==> src/rtl/xadc_monitor.sv <==
// xadc_monitor: register-bus front end for the XADC DRP port.
// Runs single manual DRP accesses and a background round-robin poller.
// The poller keeps sample, min and max per channel.
// Handshake: drp_den_o is high for exactly one cycle per access, with addr/din/dwe
// valid in that cycle. The access then waits for one drp_drdy_i pulse, or gives up
// after pTIMEOUT cycles. drdy pulses are ignored in any other state.

`ifndef XADC_DRP_ADDR
`define XADC_DRP_ADDR   8'h40
`endif
`ifndef XADC_DRP_DATA
`define XADC_DRP_DATA   8'h41
`endif
`ifndef XADC_STAT
`define XADC_STAT       8'h42
`endif
`ifndef XADC_MON_CTRL
`define XADC_MON_CTRL   8'h43
`endif
`ifndef XADC_MON_SEL
`define XADC_MON_SEL    8'h44
`endif
`ifndef XADC_MON_CHADDR
`define XADC_MON_CHADDR 8'h45
`endif
`ifndef XADC_MON_DATA
`define XADC_MON_DATA   8'h46
`endif

module xadc_monitor #(
    parameter int pBYTECNT_SIZE = 7,
    parameter int pNUM_CH       = 4,
    parameter int pTIMEOUT      = 255
) (
    input  logic                     clk_usb,
    input  logic                     reset_i,
    input  logic [7:0]               reg_address,
    input  logic [pBYTECNT_SIZE-1:0] reg_bytecnt,
    input  logic [7:0]               reg_datai,
    output logic [7:0]               reg_datao,
    input  logic                     reg_read,
    input  logic                     reg_write,
    output logic [6:0]               drp_addr_o,
    output logic [15:0]              drp_din_o,
    output logic                     drp_den_o,
    output logic                     drp_dwe_o,
    input  logic [15:0]              drp_dout_i,
    input  logic                     drp_drdy_i,
    input  logic [4:0]               alarm_i,
    output logic                     busy_o,
    output logic                     xadc_error,
    output logic [1:0]               dbg_state_o
);

    typedef enum logic [1:0] {S_IDLE = 2'd0, S_REQ = 2'd1, S_WAIT = 2'd2} state_t;

    // Per-channel storage is sized for the 16-channel maximum; unused entries never leave reset.
    localparam int          LP_MAXCH = 16;
    localparam logic [3:0]  LP_LAST  = 4'(pNUM_CH - 1);
    localparam logic [15:0] LP_TMO   = 16'(pTIMEOUT - 1);

    state_t      r_state, w_next;
    logic        w_start_man, w_start_mon;
    logic        r_pending, r_op_write, r_cur_man, r_cur_write, r_mon_en;
    logic [6:0]  r_man_addr, r_drp_addr;
    logic [15:0] r_man_wdata, r_man_rdata, r_drp_din, r_timer;
    logic [3:0]  r_ch;
    logic [7:0]  r_sel, r_datao, w_rdata;
    logic [5:0]  r_stat;
    logic [47:0] r_snap, w_live;
    logic [6:0]  r_chaddr [LP_MAXCH];
    logic [15:0] r_sample [LP_MAXCH];
    logic [15:0] r_min    [LP_MAXCH];
    logic [15:0] r_max    [LP_MAXCH];

    logic       w_wr_addr, w_wr_data, w_wr_stat, w_wr_ctrl, w_wr_sel, w_wr_chaddr;
    logic       w_done, w_timeout, w_store, w_clr, w_sel_ok;
    logic [3:0] w_sel_idx;
    logic [2:0] w_bc;

    assign w_wr_addr   = reg_write && (reg_address == `XADC_DRP_ADDR);
    assign w_wr_data   = reg_write && (reg_address == `XADC_DRP_DATA);
    assign w_wr_stat   = reg_write && (reg_address == `XADC_STAT);
    assign w_wr_ctrl   = reg_write && (reg_address == `XADC_MON_CTRL);
    assign w_wr_sel    = reg_write && (reg_address == `XADC_MON_SEL);
    assign w_wr_chaddr = reg_write && (reg_address == `XADC_MON_CHADDR);
    assign w_clr       = w_wr_ctrl && reg_datai[1];

    assign w_done    = (r_state == S_WAIT) && drp_drdy_i;
    assign w_timeout = (r_state == S_WAIT) && !drp_drdy_i && (r_timer == LP_TMO);
    assign w_store   = w_done && !r_cur_man;

    assign w_sel_ok  = (r_sel < 8'(pNUM_CH));
    assign w_sel_idx = w_sel_ok ? r_sel[3:0] : 4'd0;
    assign w_live    = w_sel_ok ? {r_max[w_sel_idx], r_min[w_sel_idx], r_sample[w_sel_idx]} : 48'h0;
    // Byte counts above 5 collapse to code 7, which every byte mux maps to zero.
    assign w_bc      = (reg_bytecnt > pBYTECNT_SIZE'(5)) ? 3'd7 : reg_bytecnt[2:0];

    assign drp_addr_o  = r_drp_addr;
    assign drp_din_o   = r_drp_din;
    assign drp_den_o   = (r_state == S_REQ);
    assign drp_dwe_o   = (r_state == S_REQ) && r_cur_write;
    assign busy_o      = (r_state != S_IDLE) || r_pending;
    assign xadc_error  = |r_stat;
    assign reg_datao   = r_datao;
    assign dbg_state_o = r_state;

    // FSM state register.
    always_ff @(posedge clk_usb or negedge reset_i) begin
        if (!reset_i) r_state <= S_IDLE;
        else          r_state <= w_next;
    end

    // Next state; a pending manual request beats the poller, but only when choosing from IDLE.
    always_comb begin
        w_next      = r_state;
        w_start_man = 1'b0;
        w_start_mon = 1'b0;
        case (r_state)
            S_IDLE: begin
                if (r_pending) begin
                    w_next      = S_REQ;
                    w_start_man = 1'b1;
                end else if (r_mon_en) begin
                    w_next      = S_REQ;
                    w_start_mon = 1'b1;
                end
            end
            S_REQ:   w_next = S_WAIT;
            S_WAIT:  if (drp_drdy_i || w_timeout) w_next = S_IDLE;
            default: w_next = S_IDLE;
        endcase
    end

    // Register read mux; MON_DATA bytes 1..5 come from the snapshot taken at byte 0.
    always_comb begin
        w_rdata = 8'h00;
        case (reg_address)
            `XADC_DRP_ADDR: w_rdata = {r_op_write, r_man_addr};
            `XADC_DRP_DATA: begin
                if (w_bc == 3'd0)      w_rdata = r_man_rdata[7:0];
                else if (w_bc == 3'd1) w_rdata = r_man_rdata[15:8];
            end
            `XADC_STAT:       w_rdata = {1'b0, r_pending, r_stat};
            `XADC_MON_CTRL:   w_rdata = {7'b0, r_mon_en};
            `XADC_MON_SEL:    w_rdata = r_sel;
            `XADC_MON_CHADDR: w_rdata = w_sel_ok ? {1'b0, r_chaddr[w_sel_idx]} : 8'h00;
            `XADC_MON_DATA: begin
                case (w_bc)
                    3'd0:    w_rdata = w_live[7:0];
                    3'd1:    w_rdata = r_snap[15:8];
                    3'd2:    w_rdata = r_snap[23:16];
                    3'd3:    w_rdata = r_snap[31:24];
                    3'd4:    w_rdata = r_snap[39:32];
                    3'd5:    w_rdata = r_snap[47:40];
                    default: w_rdata = 8'h00;
                endcase
            end
            default: w_rdata = 8'h00;
        endcase
    end

    // Control registers, manual request, DRP launch, status and read-back.
    always_ff @(posedge clk_usb or negedge reset_i) begin
        if (!reset_i) begin
            r_pending   <= 1'b0;
            r_op_write  <= 1'b0;
            r_man_addr  <= 7'h0;
            r_man_wdata <= 16'h0;
            r_man_rdata <= 16'h0;
            r_cur_man   <= 1'b0;
            r_cur_write <= 1'b0;
            r_drp_addr  <= 7'h0;
            r_drp_din   <= 16'h0;
            r_timer     <= 16'h0;
            r_mon_en    <= 1'b0;
            r_sel       <= 8'h0;
            r_stat      <= 6'h0;
            r_datao     <= 8'h0;
            r_snap      <= 48'h0;
        end else begin
            // A new DRP_ADDR write replaces any request still waiting to be issued.
            if (w_wr_addr) begin
                r_man_addr <= reg_datai[6:0];
                r_op_write <= reg_datai[7];
                r_pending  <= 1'b1;
            end else if (r_cur_man && (w_done || w_timeout)) begin
                r_pending  <= 1'b0;
            end
            if (w_wr_data && w_bc == 3'd0) r_man_wdata[7:0]  <= reg_datai;
            if (w_wr_data && w_bc == 3'd1) r_man_wdata[15:8] <= reg_datai;
            if (w_done && r_cur_man && !r_cur_write) r_man_rdata <= drp_dout_i;

            if (w_start_man) begin
                r_cur_man   <= 1'b1;
                r_cur_write <= r_op_write;
                r_drp_addr  <= r_man_addr;
                r_drp_din   <= r_man_wdata;
            end else if (w_start_mon) begin
                r_cur_man   <= 1'b0;
                r_cur_write <= 1'b0;
                r_drp_addr  <= r_chaddr[r_ch];
                r_drp_din   <= 16'h0;
            end
            r_timer <= (r_state == S_WAIT) ? r_timer + 16'd1 : 16'h0;

            if (w_wr_ctrl) r_mon_en <= reg_datai[0];
            if (w_wr_sel)  r_sel    <= reg_datai;
            // Alarm/timeout sets win over a same-cycle write-1-to-clear.
            r_stat <= (r_stat & ~(w_wr_stat ? reg_datai[5:0] : 6'h0)) | {w_timeout, alarm_i};

            r_datao <= reg_read ? w_rdata : 8'h00;
            if (reg_read && reg_address == `XADC_MON_DATA && w_bc == 3'd0) r_snap <= w_live;
        end
    end

    // Poller channel storage; a clear landing with a store leaves that channel at min=max=sample.
    always_ff @(posedge clk_usb or negedge reset_i) begin
        if (!reset_i) begin
            r_ch <= 4'd0;
            for (int i = 0; i < LP_MAXCH; i++) begin
                r_chaddr[i] <= 7'h0;
                r_sample[i] <= 16'h0;
                r_min[i]    <= 16'hFFFF;
                r_max[i]    <= 16'h0000;
            end
        end else begin
            if (w_store) r_ch <= (r_ch == LP_LAST) ? 4'd0 : r_ch + 4'd1;
            for (int i = 0; i < LP_MAXCH; i++) begin
                if (w_wr_chaddr && w_sel_ok && r_sel[3:0] == 4'(i)) r_chaddr[i] <= reg_datai[6:0];
                if (w_store && r_ch == 4'(i)) begin
                    r_sample[i] <= drp_dout_i;
                    if (w_clr || drp_dout_i < r_min[i]) r_min[i] <= drp_dout_i;
                    if (w_clr || drp_dout_i > r_max[i]) r_max[i] <= drp_dout_i;
                end else if (w_clr) begin
                    r_min[i] <= 16'hFFFF;
                    r_max[i] <= 16'h0000;
                end
            end
        end
    end

endmodule

==> config.mk <==
export PLATFORM = sky130hd
export DESIGN_NAME = xadc_monitor
export DESIGN_NICKNAME = d
export VERILOG_FILES = /design/src/rtl/xadc_monitor.sv
export SDC_FILE = /design/constraint.sdc
export NUM_CORES = 2
export LEC_CHECK = 0
export CORE_MARGIN = 2
export CORE_UTILIZATION = 35
export CTS_BUF_LIST = sky130_fd_sc_hd__clkbuf_2
export DETAILED_ROUTE_END_ITERATION = 6
export SETUP_SLACK_MARGIN = 0.2
export SLEW_MARGIN = 20
export SYNTH_ARGS = -nofsm -noshare
export SYNTH_HDL_FRONTEND = slang
export SYNTH_SLANG_ARGS = --single-unit
==> constraint.sdc <==
create_clock -name clk_usb -period 3.64 [get_ports clk_usb]
set_clock_uncertainty 0.1 [all_clocks]
set_input_delay 0.728 -clock clk_usb [delete_from_list [all_inputs] [get_ports clk_usb]]
set_output_delay 0.728 -clock clk_usb [all_outputs]
set_load 0.02 [all_outputs]
* After elaboration in Yosys (flattened, before gate mapping)
Cells that the tools add are included.
** Cells by class
- $lt $le $gt $ge :: 36
- Equal/unequal tests :: 79
- Reductions and logical operators :: 147
- Bitwise gates (word level) :: 5
- Mux-type cells :: 111
- Add/subtract/negate cells :: 2
** Operators by type and width (number)
- $mux W16 :: 75
- $gt A16 B16 Y1 :: 16
- $lt A16 B16 Y1 :: 16
- $bmux W16 S4 :: 3
- $reduce_and A2 Y1 :: 33
- $eq A4 B4 Y1 const B :: 16
- $ne A2 B1 Y1 const B :: 32
- $bmux W7 S4 :: 2
- $eq A8 B7 Y1 const B :: 7
- $pmux W8 S7 :: 1
- $logic_and A1 B1 Y1 :: 52
- $mux W7 :: 7
- $mux W48 :: 1
- $pmux W8 S6 :: 1
- $reduce_bool A2 Y1 :: 19
- $logic_or A1 B1 Y1 :: 35
- $eq A4 B3 Y1 const B :: 8
- $mux W8 :: 3
- $add A16 B1 Y16 const B :: 1
- $eq A16 B8 Y1 const B :: 1
- $eq A4 B2 Y1 const B :: 4
- $ge A5 B5 Y1 const B :: 2
- $mux W1 :: 10
- $not A4 Y5 :: 2
- other kinds (24) :: 33
** Word-level totals
- Output and inout port bits :: 37
- Logic and storage cells :: 462
- Input bits :: 49
- Bits in registers :: 1039

* Logic depth before layout (Yosys ltp)
- Depth in word-level cells :: 10
- Gate-level depth with buffers :: 11
- Gate-level depth less buffers :: 8

* Worst setup path after synthesis
OpenSTA, ideal clock, no wires.
- Path type :: input to register
- From :: input reg_bytecnt[6]
- To :: register r_man_wdata[2]
- Data required time :: 3.415 ns
- Path slack :: 0.353 ns
- Path buffers :: 2
- Cell stages on the path :: 7
- Arrival :: 3.062 ns
- Setup time :: 0.125 ns
- Cell sequence :: or4_4 -> buf_6 -> or3_4 -> or4_4 -> buf_6 -> nor3b_4 -> mux2_2
** On the way
- Cells in the longest elaborated chain, start to end :: 4
** Ends and longest elaborated chain
- start, declared :: RTL line 38 : input logic [pBYTECNT_SIZE-1:0] reg_bytecnt,
- $gt A7 B3 Y1 :: RTL line 97 : assign w_bc = (reg_bytecnt > pBYTECNT_SIZE'(5)) ? 3'd7 : reg_bytecnt[2:0];
- $mux W3 :: RTL line 97
- $logic_not A3 Y1 :: RTL line 190 : if (w_wr_data && w_bc == 3'd0) r_man_wdata[7:0] <= reg_datai;
- $logic_and A1 B1 Y1 :: RTL line 190
- end signal, assigned :: RTL line 190
- end, declared :: RTL line 66 : logic [15:0] r_man_wdata, r_man_rdata, r_drp_din, r_timer;
No other way between the ends.
A chain may end at the register's enable or synchronous reset.

* Worst setup path in the final report
- From :: register r_state[0] (netlist: dbg_state_o[0])
- To :: output busy_o
** On the way
- Cells in the longest elaborated chain, start to end :: 2
** Ends and longest elaborated chain
- start, declared :: RTL line 62 : state_t r_state, w_next;
- start signal, assigned :: RTL line 111 : else r_state <= w_next;
- $reduce_bool A2 Y1 :: RTL line 103 : assign busy_o = (r_state != S_IDLE) || r_pending;
- $logic_or A1 B1 Y1 :: RTL line 103
- end, declared :: RTL line 50 : output logic busy_o,
No other way between the ends.

==> results by group <==
STA
  • Final hold violations: 0
  • Worst relative slew slack: 0.323
  • Worst slew pin tran: 1.01 ns
  • Fin crit share: 0.891
  • Fin Hold WS: 0.235 ns
  • Top achievable clock speed: 308 MHz
  • Final min period: 3.24 ns
  • RSZ-0062 raised after global routing: no
  • Final setup fails: 0
  • Slew Viols, Final: 0

Logic synthesis
  • Avg Synthesized Cell Area: 10.9 um2
  • Mapped Cells: 2,156
  • Synth warn: 0
  • Ys async rst share: 1.00
  • Synth Register Bits: 455
  • Synth Net Count: 2,335
  • Post-synthesis sequential area ratio: 0.488
  • Mapped cell area: 0.0235 mm2
  • Primary FF master, synth: dfrtp_1
  • Post-synth EDFFs: 0
  • Netlist cell types: 69

Critical path
  • Startpoint types: flop
  • Largest stage delay on the critical path: 0.45 ns
  • CP endpoint: busy_o
  • R2r startpoint: r_sel[6]$_DFFE_PN0P_
  • FF-to-FF path depth: 7
  • Setup slack, reg-to-reg: 0.59 ns
  • R2r endpoint: r_chaddr[93]$_DFFE_PN0P_
  • Cells along the critical path: or3_1 -> dlygate4sd2_1
  • Crit-path max FO: 6
  • Worst Path Arrival: 2.42 ns
  • CP Launch Point: dbg_state_o[0]$_DFFE_PN0P_
  • Crit path capture type: output pin
  • Required time of the critical path: 2.81 ns
  • CP max stage cell: dfrtp_1
  • Critical path type: flop to output pin

Job
  • Max-cap violation count: 0

CTS
  • Clk buf depth: 3
  • CTS Sinks: 455
  • Post-CTS setup buffers: 0
  • Root Driver: clkbuf_2
  • TritonCTS clock tree: done
  • CTS Buf Count: 112
  • Worst-skew pair later-pin latency: 1.20 ns
  • Clock Pin Slew Worst Setup and Hold Paths: 0.12 ns
  • H-tree depth: 3

Routing
  • WL final: 66.2 mm
  • Drt wl/cell: 20.7 um
  • Vias/cell: 5.34
  • DRC Markers: 0
  • Drt pass-1 iters: 5
  • Drt initial violations: 1,104
  • Post-route ant nets: 0
  • Vias: 17,000

Die
  • Die area: 0.0692 mm2
  • Initial Util: 0.355
  • Placeable core area: 0.0661 mm2
  • Row count: 94
  • I/O pin cnt: 86
  • Die Wd: 263 um
  • Die H: 263 um

Global routing
  • First-pass GRT wire length: 103 mm
  • Total grt overflow: 0
  • GRT Overall Usage: 0.191
  • Largest net degree at the start of global routing: 79
  • Initial antenna violation count: 3
  • Number of global-route vias before repair: 17,700

Layout
  • Storage cell area: 0.0115 mm2
  • Final Cell Area: 0.0269 mm2
  • Share of cells above drive strength 1: 0.251
  • Fin util: 0.407
  • P&R area growth vs syn: 14.5%
  • Most frequent cells in the layout: dfrtp_1, nand2_1, nor2_1, clkbuf_2, mux2_2
  • Nets: 2,411
  • Multi-input combinational cell area: 0.0106 mm2
  • Fillers: 6,294
  • Commonest non-fill, non-tap cell in the layout: dfrtp_1

Worst hold path
  • Hold WC Path Type: input port to flop

Place
  • DP HPWL: 46.2 mm
  • Area after DPL: 0.0257 mm2
  • GPL Wtd Cong: 0.919
  • Port Buffers: 85

Pwr
  • Power Dens Cells: 423 mW/mm2
  • VDD IR max: 0.197 mV
  • Leakage power: 0.0129 uW

Run status
  • Status: completed
-- how the worst min path moves through the flow --
stage / start / endpoint / cells past startpoint
after floorplan: r_chaddr[10]$_DFFE_PN0P_ / r_chaddr[10]$_DFFE_PN0P_ / 1
after global placement: r_chaddr[38]$_DFFE_PN0P_ / r_chaddr[38]$_DFFE_PN0P_ / 0
after detailed placement: r_chaddr[41]$_DFFE_PN0P_ / r_chaddr[41]$_DFFE_PN0P_ / 0
after CTS: drp_dout_i[6] / r_min[230]$_DFFE_PN1P_ / 4
after global routing: reg_datai[7] / r_man_wdata[15]$_DFFE_PN0P_ / 2
final: drp_dout_i[4] / r_min[228]$_DFFE_PN1P_ / 4
-- critical path: cells and delay by family, from the launching register on --
family / cells / cell delay (ns)
buffers and inverters: 1 / 0.35
AND/OR/NAND/NOR: 1 / 0.43
flip-flops: 1 / 0.45
-- layer usage --
layer | part of all wire | GRT usage
met5 | 0 | 0
met3 | 0.058 | 0.0335
met4 | 0.036 | 0.0876
met1 | 0.44 | 0.251
met2 | 0.47 | 0.308
-- cell families (layout without fill, tap and decap cells) --
family,count (synthesis),count (layout),synth area share
and+or+nand+nor,491,491,0.0957
DFF,455,455,0.488
buffers and inverters,387,555,0.0632
AOI/OAI and AO/OA,363,363,0.113
muxes,315,315,0.165
adders and majority gates,130,130,0.0693
xor gates and xnor gates,15,15,0.00560
other,0,3,0
-- flip-flops by register name, summed over array words and instances (netlist names), 40 cells and up --
name	flops
r_chaddr	112
r_max	64
r_min	64
r_sample	64
r_snap	40
-- through the flow --
stage	setup WS, ns	setup TNS (ns)	instances	power, uW
3_3_place_gp	-0.00107	-0.00107	2974	7880
3_5_place_dp	-0.0988	-0.883	2974	7960
6_report	0.395	0	3191	11400
2_1_floorplan	0.353	0	2156	7120
4_1_cts	0.0156	0	3188	11500
5_1_grt	0.259	0	3191	12000
-- cell usage after synthesis (10+ instances only) --
master    instances  area share
a21o_1           32       0.010
a21oi_1          65       0.014
a22o_1           18      0.0067
a31oi_1          11      0.0029
a32o_1           40       0.017
and2_1           14      0.0037
and4_1           12      0.0045
buf_1            16      0.0026
buf_2            11      0.0023
clkbuf_1        207       0.033
dfrtp_1         391        0.42
dfstp_2          64       0.072
ha_1            130       0.069
inv_1           150       0.024
mux2_2          162       0.078
mux2i_1         112       0.048
mux4_2           41       0.039
nand2_1         181       0.029
nand3_1          24      0.0051
nand4_1          15      0.0040
nor2_1          166       0.027
nor2b_1          10      0.0027
nor3_1           23      0.0049
o211ai_1         67       0.021
o21ai_0          36      0.0077
o22ai_1          14      0.0037
o31ai_1          18      0.0058
xor2_1           11      0.0041
-- what timing repair did --
action | CTS | global route
setup endpoints to repair | 4 | 1
resized for setup | 4 | 1
hold buffers | 8 | 0
hold endpoints to repair | 333 | 0
-- final cells by class --
cell class              instances  area share
clock buffers                 166      0.0309
flip-flops and latches        455       0.427
multi-input cells            1314       0.396
well taps                     864      0.0402
repair buffers                199      0.0773
inverters                     150      0.0209
diodes                          3    0.000279
clock inverters                40     0.00773
-- power by group --
| part | switching (uW) | internal (uW) |
|---|---|---|
| logic | 1040 | 934 |
| registers | 363 | 5530 |
| clock network | 2200 | 1320 |
| total | 3600 | 7780 |
Note: power is estimated with default switching activity, not from simulation.
